File: config.mk
export PLATFORM = sky130hd
export DESIGN_NAME = adder_arbiter
export DESIGN_NICKNAME = d
export VERILOG_FILES = /design/src/rtl/adder_arbiter.sv
export SDC_FILE = /design/constraint.sdc
export NUM_CORES = 1
export LEC_CHECK = 0
export BUFFER_PORTS_ARGS = -buffer_cell sky130_fd_sc_hd__buf_4
export CAP_MARGIN = 30
export CORE_MARGIN = 1
export CORE_UTILIZATION = 23
export DETAILED_ROUTE_END_ITERATION = 8
export HOLD_SLACK_MARGIN = 0.02
export PLACE_DENSITY = 0.48
export SYNTH_ARGS = -nofsm -noshare
export SYNTH_HDL_FRONTEND = slang
export SYNTH_SLANG_ARGS = --single-unit
File: constraint.sdc
create_clock -name clk -period 7.3 [get_ports clk]
set_clock_uncertainty 0.1 [all_clocks]
set_input_delay 0.365 -clock clk [delete_from_list [all_inputs] [get_ports clk]]
set_output_delay 0.365 -clock clk [all_outputs]
set_load 0.05 [all_outputs]
File: src/rtl/adder_arbiter.sv
// adder_arbiter: one shared 32-bit adder serving NREQ requesters via round-robin grant
// Registered sum is tagged with the requester id and held under backpressure.
module adder_arbiter #(
  parameter int NREQ = 4,
  parameter int IDW  = 2
) (
  input  logic                 clk,
  input  logic                 reset_n,
  input  logic [NREQ-1:0]      req_valid,
  input  logic [NREQ*32-1:0]   req_a,
  input  logic [NREQ*32-1:0]   req_b,
  output logic [NREQ-1:0]      req_ready,
  output logic                 rsp_valid,
  input  logic                 rsp_ready,
  output logic [IDW-1:0]       rsp_id,
  output logic [31:0]          rsp_y,
  output logic                 rsp_ovf
);
  localparam logic [0:0] EMPTY = 1'b0;
  localparam logic [0:0] FULL  = 1'b1;
  logic [0:0]     state;
  logic [IDW-1:0] rr_ptr;
  logic [IDW-1:0] idx;
  logic [IDW-1:0] gid;
  logic           found;
  logic           grant;
  logic [31:0]    a, b, y;
  always_comb begin
    idx   = '0;
    gid   = '0;
    found = 1'b0;
    for (int j = 0; j < NREQ; j++) begin
      idx = IDW'((int'(rr_ptr) + j) % NREQ);
      if (!found && req_valid[idx]) begin
        found = 1'b1;
        gid   = idx;
      end
    end
  end
  assign grant     = reset_n & found & ((state == EMPTY) | rsp_ready);
  assign req_ready = grant ? NREQ'(1) << gid : '0;
  assign rsp_valid = (state == FULL);
  assign a         = req_a[32*gid +: 32];
  assign b         = req_b[32*gid +: 32];
  assign y         = a + b;
  always_ff @(posedge clk) begin
    if (!reset_n) begin
      state  <= EMPTY;
      rr_ptr <= '0;
      rsp_id <= '0;
      rsp_y  <= '0;
      rsp_ovf <= 1'b0;
    end else if (grant) begin
      state   <= FULL;
      rr_ptr  <= (gid == IDW'(NREQ-1)) ? '0 : gid + 1'b1;
      rsp_id  <= gid;
      rsp_y   <= y;
      rsp_ovf <= (a[31] == b[31]) && (y[31] != a[31]);
    end else if (rsp_ready) begin
      state <= EMPTY;
    end
  end
endmodule
==> qor.yml, run 1 <==
placement:
  post-place-ws_ns: 2.11
  port_buffers: 302
  hpwl_um: 17000
  gpl.final_weighted_congestion: 0.815
  dp.cells: 1314
synthesis:
  netlist_area_um2: 4890
  synth-async-reset-ratio: 0
  postSynthRegisterBits: 38
  mappedNetlistNets: 1090
  ys_types: 49
  seq_area_frac_synth: 0.156
  synthDominantCellAreaShare: 0.214
  synth_enable_flop_cells: 0
  synth_top_cell_by_area: "nand2_1"
  syn_inst: 791
  synthesis.area_per_instance_um2: 6.18
  most_common_flop_cell_mapped_by_yosys: "dfxtp_1"
  synth.top_cells.by_area: "nand2_1 21%, dfxtp_1 16%, and3_1 9.1%"
  synth_warnings: 0
floorplanning:
  io_pins: 303
  start_util: 0.238
  coreArea_um2: 20600
  die_x_um: 148
  die-height_um: 148
  number_of_rows_in_the_core_area: 52
  design.die.area_um2: 21800
setup_path:
  sequence_of_cells_on_the_critical_path: "a21oi_1 > o21a_1 > o22ai_4 > buf_4 > inv_4 > buf_4 > nand2_1 > and3_1 > a31oi_1 > fa_1 > a21o_1 > a221oi_2 > o21ai_2 > a41oi_4 > a21oi_2 > a41o_1 > a311o_1 > o211ai_1"
  critical_path_s_slowest_cell: "buf_4"
  timing.critical_path.fanout_max: 61
  critPathArrivalTime_ns: 5.27
  setup.worst_path.class: "reg2reg"
  setup.worst_path.end_class: "flip-flop"
  crit_path_frequent_cell: "buf_4"
  setup.worst_path.start_class: "flip-flop"
  family_with_the_most_delay_on_the_worst_path: "compound AO/OA/AOI/OAI gates"
  worst_ep_required_time_ns: 7.41
  number_of_buffers_and_inverters_on_the_critical_path: 3
  max_stage_delay_ns: 0.52
global_route:
  track_usage: 0.186
  grt_antenna_before_repair: 0
  grt_start_max_net_pins: 69
  first_global_vias: 6138
  grt_remaining_overflow: 0
  grt_first_pass_wirelength_um: 32500
sta:
  rel_slew_slack: 0.515
  fmax_mhz: 194
  finalCriticalPeriod_ns: 5.16
  report.final.hold_viol_count: 0
  totalNegativeSetupSlack_ns: 0
  tightest_slew_ns: 0.726
  slew_violations: 0
  rsz0062_at_grt: "no"
  report.final.setup_viol: 0
  worst_slack_ns: 2.14
  post-route-period-util: 0.707
cts:
  cts_tree: "done"
  max-clock-path-buffers: 2
  cts.repair.resized: 0
  cts.repair_timing.setup_buffer_count: 0
  insertion_delay_ns: 0.28
  cts_root_buf: "clkbuf_16"
  clk_transition_reported_paths_ns: 0.06
  tritoncts_buffer_count: 5
  cts.hold.buffers_added: 0
  cts_htree_levels: 2
  clkSinkCount: 38
pwr:
  leakagePower_nw: 3.84
  peakVddDrop_v: 0.000113
  total_power_mw: 2.49
  power.density_cell_area_nw_per_um2: 329
drt:
  antenna_violating_nets_post_route: 0
  drtIter0Drc: 313
  detail_route.first_pass.iterations: 5
  drcViolationCount: 0
  wl_um: 21200
  avgViaCountPerCell: 4.81
  vias: 6361
  wl_per_cell_um: 16.0
final_layout:
  layout.core_utilization: 0.368
  antenna-diode-count: 0
  post_route_cells_drive_above_1_share: 0.314
  finalNonFillerCells: 1322
  synthToLayoutAreaGrowth_pct: 54.7
  finalNetCount: 1350
outcome:
  run_status: "finished clean"
job:
  max_cap_violations: 0
worst_hold_path:
  hold_class: "reg2reg"
[cells in the final DEF, fill, tap and decap left out, types with 5 or more instances in the layout]
master and n:
a21o_1 14, a21oi_1 32, a31oi_1 70, and2_1 8
and3_1 71, buf_4 309, clkbuf_16 5, dfxtp_1 38
ha_1 35, inv_1 8, mux2i_1 5, nand2_1 279
nand2b_1 5, nand3_1 39, nor2_1 9, o211ai_1 6
o21ai_0 42, xnor2_1 15, xor2_1 12
[cells by family after synthesis]
family / after synthesis / share of synthesized area
fa+ha+maj: 36 / 0.0937
mux: 7 / 0.0148
compound gates: 194 / 0.251
buf+inv: 66 / 0.0512
flops: 38 / 0.156
xor+xnor: 27 / 0.0484
simple gates: 423 / 0.385
[cell usage after synthesis (all sizes together) (3+ instances only)]
cell and count:
nand2 279, and3 71, a31oi 70, o21ai 44, nand3 40, clkbuf 38
dfxtp 38, ha 35, a21oi 33, buf 18, xnor2 15, a21o 14
xor2 12, inv 10, nor2 10, and2 8, o211ai 6, mux2i 5
nand2b 5, o21a 3, o31ai 3
[power by group]
part | leakage, nW | internal [mW] | switching (mW)
clock network | 0.0971 | 0.205 | 0.0929
registers | 0.316 | 0.289 | 0.0450
logic | 3.43 | 0.709 | 1.15
[path summary, 6_finish.rpt]
kind | start | to | slack (ns) | cells past startpoint
setup / recovery | rr_ptr[1]$_SDFFE_PN0P_ | rsp_y[28]$_SDFFE_PN0P_ | 2.14 | 18
hold / removal | rsp_y[13]$_SDFFE_PN0P_ | rsp_y[13]$_SDFFE_PN0P_ | 0.36 | 2
setup reg to reg | rr_ptr[1]$_SDFFE_PN0P_ | rsp_y[28]$_SDFFE_PN0P_ | 2.14 | 18
hold reg to reg | rsp_y[13]$_SDFFE_PN0P_ | rsp_y[13]$_SDFFE_PN0P_ | 0.36 | 2
[flip-flops by register name, summed over array words and instances, names as in the netlist]
signal     cells
rsp_ovf        1
rsp_valid      1
rsp_y         32
rr_ptr         2
rsp_id         2
[area by class of cell]
class / instances / area [um2]
Multi-Input combinational cell: 687 / 3900
Clock inverter: 2 / 60.1
Fill cell: 2299 / 13000
Timing Repair Buffer: 309 / 2320
Tap cell: 270 / 338
Sequential cell: 38 / 761
Inverter: 10 / 40.0
Clock buffer: 6 / 139
[stage by stage]
| stage | area (um2) | hold WS, ns |
|---|---|---|
| after global placement | 7360 | 0.340 |
| after CTS | 7560 | 0.345 |
| after detailed placement | 7360 | 0.348 |
| after global routing | 7560 | 0.379 |
| final | 7560 | 0.356 |
| after floorplan | 4890 | 0.368 |
[layer usage]
layer	share of wire	track usage	vias up
met4	0.010	0.0335	0
met1	0.47	0.251	2846
met2	0.47	0.316	202
met5	0	0	-
met3	0.057	0.0284	13
li1	-	-	3300
[worst register-to-register path, delay by kind of cell (launching register included)]
kind            cells  cell delay (ns)
compound gates     12             2.43
fa+ha+maj           1             0.50
buf+inv             3             1.30
flops               1             0.46
simple gates        2             0.28
Note: power is estimated with default switching activity, not from simulation.
==> run 2, diff against run 1 <==
--- a/config.mk
+++ b/config.mk
@@ -11,7 +11,7 @@
 export CORE_UTILIZATION = 23
 export DETAILED_ROUTE_END_ITERATION = 8
 export HOLD_SLACK_MARGIN = 0.02
-export PLACE_DENSITY = 0.48
+export PLACE_DENSITY = 0.5
 export SYNTH_ARGS = -nofsm -noshare
 export SYNTH_HDL_FRONTEND = slang
 export SYNTH_SLANG_ARGS = --single-unit
==> constraint.sdc (replaced) <==
create_clock -name clk -period 4.2 [get_ports clk]
set_clock_uncertainty 0.1 [all_clocks]
set_input_delay 0.21 -clock clk [delete_from_list [all_inputs] [get_ports clk]]
set_output_delay 0.21 -clock clk [all_outputs]
set_load 0.05 [all_outputs]
==> run 2 against run 1 <==
First-iteration DRC count is 5.8% lower. Count of clock-buffer cells in the layout is 1 higher. Clock power is 30% higher. Register-to-register slack worse by 1.9 ns. Final area is 3.4% higher. Power is 77% higher. Sequential share of layout area is 0.30 points lower. Cell count is 1.4% higher. Sequential cell count stayed put. Combinational power is 84% higher. Largest power group unchanged.
==> qor.yml, run 2 (same netlist as run 1, synthesis figures left out) <==
drt:
  wl_um: 21400
  route.top_layer_used: "met4"
  dr_wl_met2_um: 9960
  drcViolationCount: 0
  avgViaCountPerCell: 4.84
  vias: 6493
  routedLengthMet1_um: 10100
  detailroute.wirelength.met3_um: 1100
  antenna_violating_nets_post_route: 0
  detail_route.first_pass.iterations: 5
  drtIter0Drc: 295
  wl_per_cell_um: 15.9
sta:
  totalNegativeSetupSlack_ns: 0
  post-route-period-util: 0.953
  timing.hold.ws_ns: 0.206
  rsz0062_at_grt: "yes"
  fmax_mhz: 250
  rel_slew_slack: 0.515
  report.final.setup_viol: 0
  slew_violations: 0
  tightest_slew_ns: 0.727
  report.final.hold_viol_count: 0
  finalCriticalPeriod_ns: 4.00
final_layout:
  synthToLayoutAreaGrowth_pct: 60.0
  num-fill-cells: 2256
  antenna-diode-count: 0
  layout_common_cells: "317 x buf_4, 279 x nand2_1, 71 x and3_1, 70 x a31oi_1, 42 x o21ai_0"
  biggestRegsByFlops: "rsp_y (32), rr_ptr (2), rsp_id (2)"
  top_register: "rsp_y"
  mostFrequentLayoutCell: "buf_4"
  multi_input_comb_area_um2: 3960
  post_route_cells_drive_above_1_share: 0.336
  finalNetCount: 1369
  area.sequential_um2: 763
  largest_reg_flops: 32
cts:
  cts_htree_levels: 2
  max-clock-path-buffers: 2
  clk_transition_reported_paths_ns: 0.06
  cts_root_buf: "clkbuf_16"
  insertion_delay_ns: 0.28
  clkSinkCount: 38
  tritoncts_buffer_count: 5
  cts.hold.buffers_added: 0
  cts_tree: "done"
global_route:
  grt_first_pass_wirelength_um: 32000
  first_global_vias: 6077
  grt_remaining_overflow: 0
  grt_start_max_net_pins: 49
  track_usage: 0.183
  grt_antenna_before_repair: 0
job:
  max_cap_violations: 0
floorplanning:
  number_of_rows_in_the_core_area: 52
  start_util: 0.238
  coreArea_um2: 20600
  io_pins: 303
  die_x_um: 148
  design.die.area_um2: 21800
  die-height_um: 148
outcome:
  run_status: "finished clean"
pwr:
  leakagePower_nw: 3.95
  power.density_cell_area_nw_per_um2: 563
  peakVddDrop_v: 0.000196
setup_path:
  setup.worst_path.end_class: "flip-flop"
  critPathArrivalTime_ns: 4.11
  timing.critical_path.fanout_max: 25
  setup.worst_path.start_class: "flip-flop"
  worst_ep_required_time_ns: 4.31
  setup.worst_path.class: "reg2reg"
placement:
  gpl.final_weighted_congestion: 0.814
  hpwl_um: 17100
  port_buffers: 302
worst_hold_path:
  hold_class: "in2reg"
run 2: cell types whose count changed in the layout (fill, tap and decap cells not counted), moves of 3 or more:
cell   previous run  this run
ha_2              0         3
buf_6             0         5
ha_1             35        32
buf_4           309       317
run 2: report_power, final:
group | total, mW | switching, mW | internal [mW]
Combinational | 3.43 | 2.05 | 1.38
Clock | 0.386 | 0.150 | 0.236
Sequential | 0.588 | 0.0841 | 0.504
run 2: path summary, 6_finish.rpt:
path	from	endpoint	slack, ns	depth (start not counted)
hold reg to reg	rsp_y[13]$_SDFFE_PN0P_	rsp_y[13]$_SDFFE_PN0P_	0.35	2
setup / recovery	rr_ptr[1]$_SDFFE_PN0P_	rsp_y[28]$_SDFFE_PN0P_	0.20	17
setup reg to reg	rr_ptr[1]$_SDFFE_PN0P_	rsp_y[28]$_SDFFE_PN0P_	0.20	17
hold / removal	req_valid[1]	rsp_id[0]$_SDFFE_PN0P_	0.21	3
run 2: worst max-delay path, cell delays in order, from the launching register on:
cell	delay [ns]
dfxtp_2	0.40
a21oi_1	0.08
o21a_1	0.20
o22ai_4	0.28
inv_4	0.09
buf_12	0.17
nand2_1	0.08
a31oi_1	0.09
ha_2	0.22
fa_1	0.40
a21o_1	0.22
a221oi_4	0.32
o21ai_4	0.11
a41oi_4	0.27
a21oi_2	0.13
a41o_2	0.31
a311o_1	0.35
o211ai_1	0.08
run 2: area by class of cell:
| type | count | share of cell area |
|---|---|---|
| multi-input combinational | 687 | 0.507 |
| sequential | 38 | 0.0976 |
| clock buffer | 7 | 0.0182 |
| tap | 270 | 0.0432 |
| timing repair buffer | 328 | 0.328 |
| clock inverter | 1 | 0.000640 |
| inverter | 10 | 0.00512 |
run 2: what timing repair did:
action | in CTS | in global routing
setup endpoints to repair | 2 | 13
buffers inserted | 0 | 1
resized for setup | 3 | 21
pin swaps | 0 | 5
gates cloned | 0 | 2
run 2: layer usage:
metal / vias up / global-route usage
met4: 0 / 0.0351
met1: 2910 / 0.251
met3: 17 / 0.0253
li1: 3343 / -
met2: 223 / 0.305
met5: - / 0
run 2: stage by stage:
stage                     setup WS [ns]  area (um2)  total power [mW]  utilization  instances
after global placement           0.0528        7520              3.93        0.366       1330
final                             0.196        7820              4.41        0.380       1341
after global routing            -0.0434        7820              4.78        0.380       1341
after CTS                       0.00392        7680              4.34        0.374       1338
after floorplan                  0.0735        4890              2.84            -        791
after detailed placement        -0.0474        7520              3.93        0.366       1330
